`src/rtl/if_stage_pkg.sv`:
```
// if_stage_pkg: bus widths, next-PC select encodings and fetch FSM states.
package if_stage_pkg;
  localparam int IF_TO_ID_BUS_WD = 64;
  localparam int ID_TO_PC_BUS_WD = 98;
  localparam logic [1:0] SEL_SEQ = 2'b00;
  localparam logic [1:0] SEL_BR  = 2'b01;
  localparam logic [1:0] SEL_JAL = 2'b10;
  localparam logic [1:0] SEL_JR  = 2'b11;
  typedef enum logic [1:0] {S_IDLE, S_REQ, S_WAIT, S_HOLD} if_state_t;
endpackage

```
`src/rtl/if_stage.sv`:
```
// if_stage: instruction fetch with one outstanding request, valid/allow-in handoff
// to decode, and a latched delay-slot redirect from decode.
module if_stage
  import if_stage_pkg::*;
#(
  parameter logic [31:0] RESET_PC = 32'hBFC00000
) (
  input  logic                       clk,
  input  logic                       reset,
  output logic                       inst_req,
  output logic [31:0]                inst_addr,
  input  logic                       inst_addr_ok,
  input  logic                       inst_data_ok,
  input  logic [31:0]                inst_rdata,
  output logic [IF_TO_ID_BUS_WD-1:0] IF_to_ID_bus,
  output logic                       IF_to_ID_valid,
  input  logic                       ID_allow_in,
  input  logic [ID_TO_PC_BUS_WD-1:0] ID_to_PC_bus
);
  if_state_t   r_state, w_next_state;
  logic [31:0] r_fetch_pc, r_out_inst, r_out_pc4, r_pend_pc;
  logic        r_valid, r_pend_vld;
  logic        w_handoff;
  logic [1:0]  w_sel;
  logic [31:0] w_target, w_next_pc, w_pc4;

  assign w_sel     = ID_to_PC_bus[1:0];
  assign w_handoff = (r_state == S_HOLD) && ID_allow_in;
  assign w_pc4     = r_fetch_pc + 32'd4;
  assign w_target  = (w_sel == SEL_BR)  ? ID_to_PC_bus[97:66] :
                     (w_sel == SEL_JAL) ? ID_to_PC_bus[65:34] : ID_to_PC_bus[33:2];
  // A live redirect outranks the latched one so a same-cycle handoff never loses it.
  assign w_next_pc = (w_sel != SEL_SEQ) ? w_target : r_pend_vld ? r_pend_pc : w_pc4;

  assign inst_req       = (r_state == S_REQ);
  assign inst_addr      = r_fetch_pc;
  assign IF_to_ID_bus   = {r_out_pc4, r_out_inst};
  assign IF_to_ID_valid = r_valid;

  always_comb begin
    w_next_state = r_state;
    case (r_state)
      S_IDLE:  w_next_state = S_REQ;
      S_REQ:   w_next_state = inst_addr_ok ? S_WAIT : S_REQ;
      S_WAIT:  w_next_state = inst_data_ok ? S_HOLD : S_WAIT;
      default: w_next_state = ID_allow_in ? S_REQ : S_HOLD;
    endcase
  end

  always_ff @(posedge clk or negedge reset) begin
    if (!reset) begin
      r_state    <= S_IDLE;
      r_fetch_pc <= {RESET_PC[31:2], 2'b00};
      r_out_inst <= '0;
      r_out_pc4  <= '0;
      r_valid    <= 1'b0;
      r_pend_vld <= 1'b0;
      r_pend_pc  <= '0;
    end else begin
      r_state <= w_next_state;
      if (r_state == S_WAIT && inst_data_ok) begin
        r_out_inst <= inst_rdata;
        r_out_pc4  <= w_pc4;
        r_valid    <= 1'b1;
      end
      if (w_handoff) begin
        r_fetch_pc <= {w_next_pc[31:2], 2'b00};
        r_valid    <= 1'b0;
        r_pend_vld <= 1'b0;
      end else if (w_sel != SEL_SEQ) begin
        r_pend_vld <= 1'b1;
        r_pend_pc  <= w_target;
      end
    end
  end
endmodule

```
`config.mk`:
```
export PLATFORM = sky130hd
export DESIGN_NAME = if_stage
export DESIGN_NICKNAME = d
export VERILOG_FILES = /design/src/rtl/if_stage_pkg.sv /design/src/rtl/if_stage.sv
export SDC_FILE = /design/constraint.sdc
export NUM_CORES = 1
export LEC_CHECK = 0
export ABC_AREA = 1
export CORE_ASPECT_RATIO = 0.7
export CORE_MARGIN = 8
export CORE_UTILIZATION = 31
export CTS_BUF_LIST = sky130_fd_sc_hd__clkbuf_2 sky130_fd_sc_hd__clkbuf_4 sky130_fd_sc_hd__clkbuf_8
export DETAILED_ROUTE_END_ITERATION = 12
export MAX_ROUTING_LAYER = met4
export PLACE_DENSITY = 0.69
export SLEW_MARGIN = 20
export SYNTH_ARGS = -nofsm -noshare
export SYNTH_HDL_FRONTEND = slang
export SYNTH_SLANG_ARGS = --single-unit
```
`constraint.sdc`:
```
create_clock -name clk -period 4.4 [get_ports clk]
set_clock_uncertainty 0.15 [all_clocks]
set_input_delay 0.88 -clock clk [delete_from_list [all_inputs] [get_ports clk]]
set_output_delay 0.88 -clock clk [all_outputs]
set_load 0.02 [all_outputs]
```
== Word-level counts from Yosys, hierarchy flattened ==
Cells that the tools add are included.

* Register bits: 130

* Add/subtract/negate cells: 1
* Reduce and logical (&&, ||, !) cells: 7
* Equal/unequal tests: 5
* Bitwise gates (word level): 1
* Mux-type cells: 12

{| class="wikitable"
|+ Operator list
! operator !! number
|-
| 2-to-1 mux 32 bit || 4
|-
| adder 32 x 3 -> 32 bit (second input constant) || 1
|-
| == test 2 bit (second input constant) || 3
|-
| one-hot mux 2 bit (3 select lines) || 1
|-
| nonzero test 2 bit || 3
|-
| 2-to-1 mux 1 bit || 5
|-
| == test 2 x 1 -> 1 bit (second input constant) || 2
|-
| 2-to-1 mux 2 bit || 2
|-
| logical AND 1 bit || 2
|-
| logical NOT 2 bit || 1
|-
| AND reduction 2 bit || 1
|-
| inverter 1 bit || 1
|}

== Longest topological paths before layout ==
* Depth in word-level cells: 4
* Gate-level depth with buffers: 11
* Mapped depth without buffers: 11

== Worst setup path before layout ==
No wires, ideal clock.

* Path type: input to register
* Start point: input port ID_to_PC_bus[0]
* End point: register r_pend_pc[10]
* Buffers on the path: 1
* Required time: 4125 ps
* Cell stages on the path: 5
* Data arrival time: 1742 ps
* Setup time: 125 ps
* Setup slack: 2383 ps
* Path through: nor2_4 > inv_2 > nand2_1 > buf_2 > mux2_2

* Cells in the longest elaborated chain, start to end: 3
* Elaborated cells between the ends (all ways): 6
* Classes of those cells: 2 x eq/ne; 2 x mux; 2 x reduce/logical

{| class="wikitable"
|+ RTL lines
! what !! RTL line !! text
|-
| start: declaration || if_stage.sv:18 || <nowiki>input logic [ID_TO_PC_BUS_WD-1:0] ID_to_PC_bus</nowiki>
|-
| == test 2 bit || if_stage.sv:31 || <nowiki>(w_sel == SEL_JAL) ? ID_to_PC_bus[65:34] : ID_to_PC_bus[33:2];</nowiki>
|-
| 2-to-1 mux 32 bit || if_stage.sv:31 ||
|-
| 2-to-1 mux 32 bit || if_stage.sv:30 || <nowiki>assign w_target = (w_sel == SEL_BR) ? ID_to_PC_bus[97:66] :</nowiki>
|-
| end signal: assignment || if_stage.sv:72 || <nowiki>r_pend_pc <= w_target;</nowiki>
|-
| end: declaration || if_stage.sv:21 || <nowiki>logic [31:0] r_fetch_pc, r_out_inst, r_out_pc4, r_pend_pc;</nowiki>
|}

Several ways; a longest one is shown, not always the timed one.
A chain may end at the register's enable or synchronous reset.

== Final worst setup path ==
* Start point: input port ID_to_PC_bus[0]
* End point: register r_fetch_pc[15] (netlist: inst_addr[15])

* Cells in the longest elaborated chain, start to end: 4
* Elaborated cells between the ends (all ways): 6
* Classes of those cells: 2 x eq/ne; 3 x mux; 1 x reduce/logical

{| class="wikitable"
|+ RTL lines
! what !! RTL line !! text
|-
| == test 2 bit || if_stage.sv:31 ||
|-
| 2-to-1 mux 32 bit || if_stage.sv:31 ||
|-
| 2-to-1 mux 32 bit || if_stage.sv:30 ||
|-
| 2-to-1 mux 32 bit (*) || if_stage.sv:33 || <nowiki>assign w_next_pc = (w_sel != SEL_SEQ) ? w_target : r_pend_vld ? r_pend_pc : w_pc4;</nowiki>
|-
| end signal: assignment || if_stage.sv:53 || <nowiki>r_fetch_pc <= {RESET_PC[31:2], 2'b00};</nowiki>
|-
| end signal: assignment || if_stage.sv:67 || <nowiki>r_fetch_pc <= {w_next_pc[31:2], 2'b00};</nowiki>
|-
| end: declaration || if_stage.sv:21 ||
|}

Mark *: on every way between the ends. The rest lies on a longest branch, timed or not.

==> flow_summary.ini <==
[floorplanning]
die-area_um2 = 27200
start_util_pct = 31.7
placeableCoreArea_um2 = 21700
die_x_um = 194
num_io_pins = 233
dieHeight_um = 140
core.rowCount = 45

[critical_path]
path_cells = clkdlybuf4s50_1 -> inv_2 -> nand2_1 -> buf_4 -> nand2_1 -> a31oi_1 -> nand2_1 -> nand2_1 -> nand2_1 -> nand2_1
worstSetupPathType = primary input to register
crit_path_max_incr_delay_ns = 0.65
critPathLaunch = ID_to_PC_bus[0]
worst-r2r-cell-count = 11
crit_required_ns = 4.62
path_max_fanout = 25
r2r_slack_ns = 2.19
r2r-end = inst_addr[16]$_DFFE_PN0P_
critPathCaptureType = register
worst_path_max_delay_cell = nand2_1
endpoint = inst_addr[15]$_DFFE_PN0P_
crit_arrival_ns = 3.15
r2r_start = inst_addr[2]$_DFFE_PN0P_
critPathLaunchType = primary input
crit_top_cell = nand2_1

[route]
vias = 6978
ant_nets = 0
first_pass_iters = 6
via_per_inst = 4.80
routedWlPerCell_um = 16.1
drtIter0Drc = 494
drc = 0
drt_wl_total_um = 23300

[power_and_ir_drop]
intPower_w = 0.00376
clockPowerShare_pct = 19.6
ir_drop_v = 0.000398
seq_power_share_pct = 33.5
power.switching_w = 0.00264
finalPower_w = 0.00640
p_per_area_nw_per_um2 = 652
power_frac_comb_pct = 46.9
swShare_pct = 41.3
p_leak_nw = 4.58

[timing]
report.final.setup_viol = 0
fmax_mhz = 341
finalMaxSlewViolations = 0
hold_slack_ns = 0.331
worst_pin_slew_ns = 0.950
fin_ws_ns = 1.47
tns_ns = 0
fin_crit_sh_pct = 66.7
max-slew-margin-rel_pct = 36.6
hold_violations = 0
layout_min_cycle_time_ns = 2.93
rsz0062_at_grt = no

[place]
placedCellCount = 1421
place_ws_ns = 1.02
gp_congestion = 0.884
io_buffers = 222
place_hpwl_um = 17300

[synthesis]
ys_types = 28
synth_cells = 953
muxShareOfSynthArea_pct = 4.60
synth_top_family_by_area = simple AND/OR/NAND/NOR gates
ys_ff_latch = 126
synth-xor-area-share_pct = 1.02
synth-simple-area-share_pct = 32.6
syn_avg_cell_area_um2 = 7.20
synth_area_um2 = 6860
ys_seq_area_share_pct = 46.1
synth_compound_area_share_pct = 8.59
ys_warn_count = 0
synth-adder-area-share_pct = 0.182

[cts]
htree_levels = 4
numClockSinks = 126
clk_latency_ns = 0.44
cts.clk_slew.worst_paths_ns = 0.08
cts_hold_buf = 0
post-cts-setup-buffers = 0
clockBufferDepth = 2
cts_buffers = 17
cts_resized = 0
cts_root_buf = clkbuf_8
cts_tree = done

[run_status]
outcome = finished, final reports clean

[hold_path]
worstHoldPathType = register to register
min-delay-start = r_out_inst[22]$_DFFE_PN0P_

[layout]
final_nets = 1294
area_delta_synth_final_pct = 43.1
drive_gt1_share_pct = 7.86
stdcell_count = 1453
antennaDiodeCount = 0

[global_routing]
antenna_found_initial = 0
grtUsageTotal_pct = 17.6
grt_pass1_vias = 6994
grt_max_degree = 61
grt_pass1_wl_um = 37600
overflow = 0

[job]
max_cap_violations = 0
[cell usage after synthesis]
cell / n / share of area (%)
a31oi_1: 49 / 4.5
nor2_2: 2 / 0.18
nand2_2: 1 / 0.091
inv_2: 6 / 0.33
dfstp_2: 9 / 3.4
mux2_2: 25 / 4.1
a21oi_1: 12 / 0.88
a21boi_1: 6 / 0.66
nor2_4: 2 / 0.33
clkbuf_1: 24 / 1.3
buf_4: 6 / 0.66
xnor2_1: 3 / 0.38
dfrtp_1: 117 / 43
and2_1: 2 / 0.18
conb_1: 1 / 0.055
inv_1: 56 / 3.1
mux2_1: 3 / 0.49
o21ai_0: 31 / 2.3
o21a_1: 2 / 0.22
nand2_1: 389 / 21
ha_1: 1 / 0.18
o211ai_1: 1 / 0.11
xor2_1: 5 / 0.64
buf_2: 19 / 1.4
clkinv_1: 1 / 0.055
nand3_1: 40 / 2.9
nor2_1: 139 / 7.6
buf_1: 1 / 0.055
[worst max-delay path, delay by kind of cell]
family | cells | cell delay (ns)
AOI/OAI and AO/OA | 1 | 0.32
buffers and inverters | 3 | 0.97
and+or+nand+nor | 6 | 0.99
[power by group through the flow]
stage | logic, W | clock network (W) | registers, W
after CTS | 0.00304 | 0.00128 | 0.00214
after global routing | 0.00332 | 0.00134 | 0.00221
after floorplan | 0.00120 | 0 | 0.00252
after detailed placement | 0.00303 | 0 | 0.00215
final | 0.00300 | 0.00125 | 0.00214
after global placement | 0.00300 | 0 | 0.00214
[per-layer routing]
layer	vias to the layer above	track usage, %	part of all wire (%)	wire length (um)
li1	3407	-	-	-
met1	3314	23.0	46	10800
met2	242	26.9	45	10400
met3	15	5.05	8.2	1920
met4	0	3.61	0.90	209
met5	-	-	0	0
[cell families after synthesis]
kind of cell               Yosys count
DFF                                126
buffers and inverters              113
xor gates and xnor gates             8
adders and majority gates            1
and+or+nand+nor                    575
AOI/OAI and AO/OA                  101
other                                1
muxes                               28
[sequential cells by signal (all words and copies together), names as in the netlist]
| signal | cells |
|---|---|
| r_pend_vld | 1 |
| r_out_inst | 32 |
| inst_addr | 30 |
| r_out_pc4 | 30 |
| r_state | 2 |
| r_pend_pc | 30 |
| IF_to_ID_valid | 1 |
[metrics by stage]
stage                     area [um2]  utilization [%]
after floorplan                 6870                -
after global placement          9330             43.0
after detailed placement        9330             43.0
after CTS                       9820             45.3
after global routing            9820             45.3
final                           9820             45.3
[how the worst min path moves through the flow]
| stage | slack (ns) | to | cells past startpoint |
|---|---|---|---|
| finish | 0.33 | r_out_inst[22]$_DFFE_PN0P_ | 2 |
| CTS | 0.33 | r_out_inst[6]$_DFFE_PN0P_ | 2 |
| detailed placement | 0.31 | IF_to_ID_valid$_DFFE_PN0P_ | 2 |
| floorplan | 0.30 | r_pend_pc[12]$_DFFE_PN0P_ | 2 |
| global route | 0.36 | r_out_inst[4]$_DFFE_PN0P_ | 2 |
| global placement | 0.30 | IF_to_ID_valid$_DFFE_PN0P_ | 2 |
[final cells by class]
cell class                 count  area (um2)
multi-input combinational    717        3250
sequential                   126        3160
clock buffer                  19         249
inverter                      63         236
timing repair buffer         233        2330
clock inverter                13         238
tap                          282         353
fill                        2169       11900
[cells in the final DEF (no fill, tap or decap), types with 5 or more instances in the layout]
| cell | instances |
|---|---|
| xor2_1 | 5 |
| nor2_1 | 138 |
| clkdlybuf4s50_1 | 221 |
| clkbuf_8 | 17 |
| nand2_1 | 388 |
| a21boi_1 | 6 |
| a21oi_1 | 12 |
| dfrtp_1 | 117 |
| bufinv_16 | 6 |
| inv_2 | 6 |
| buf_4 | 10 |
| nand3_1 | 39 |
| mux2_2 | 25 |
| inv_1 | 56 |
| dfstp_2 | 9 |
| o21ai_0 | 31 |
| a31oi_1 | 49 |
(Power assumes the default switching activity.)
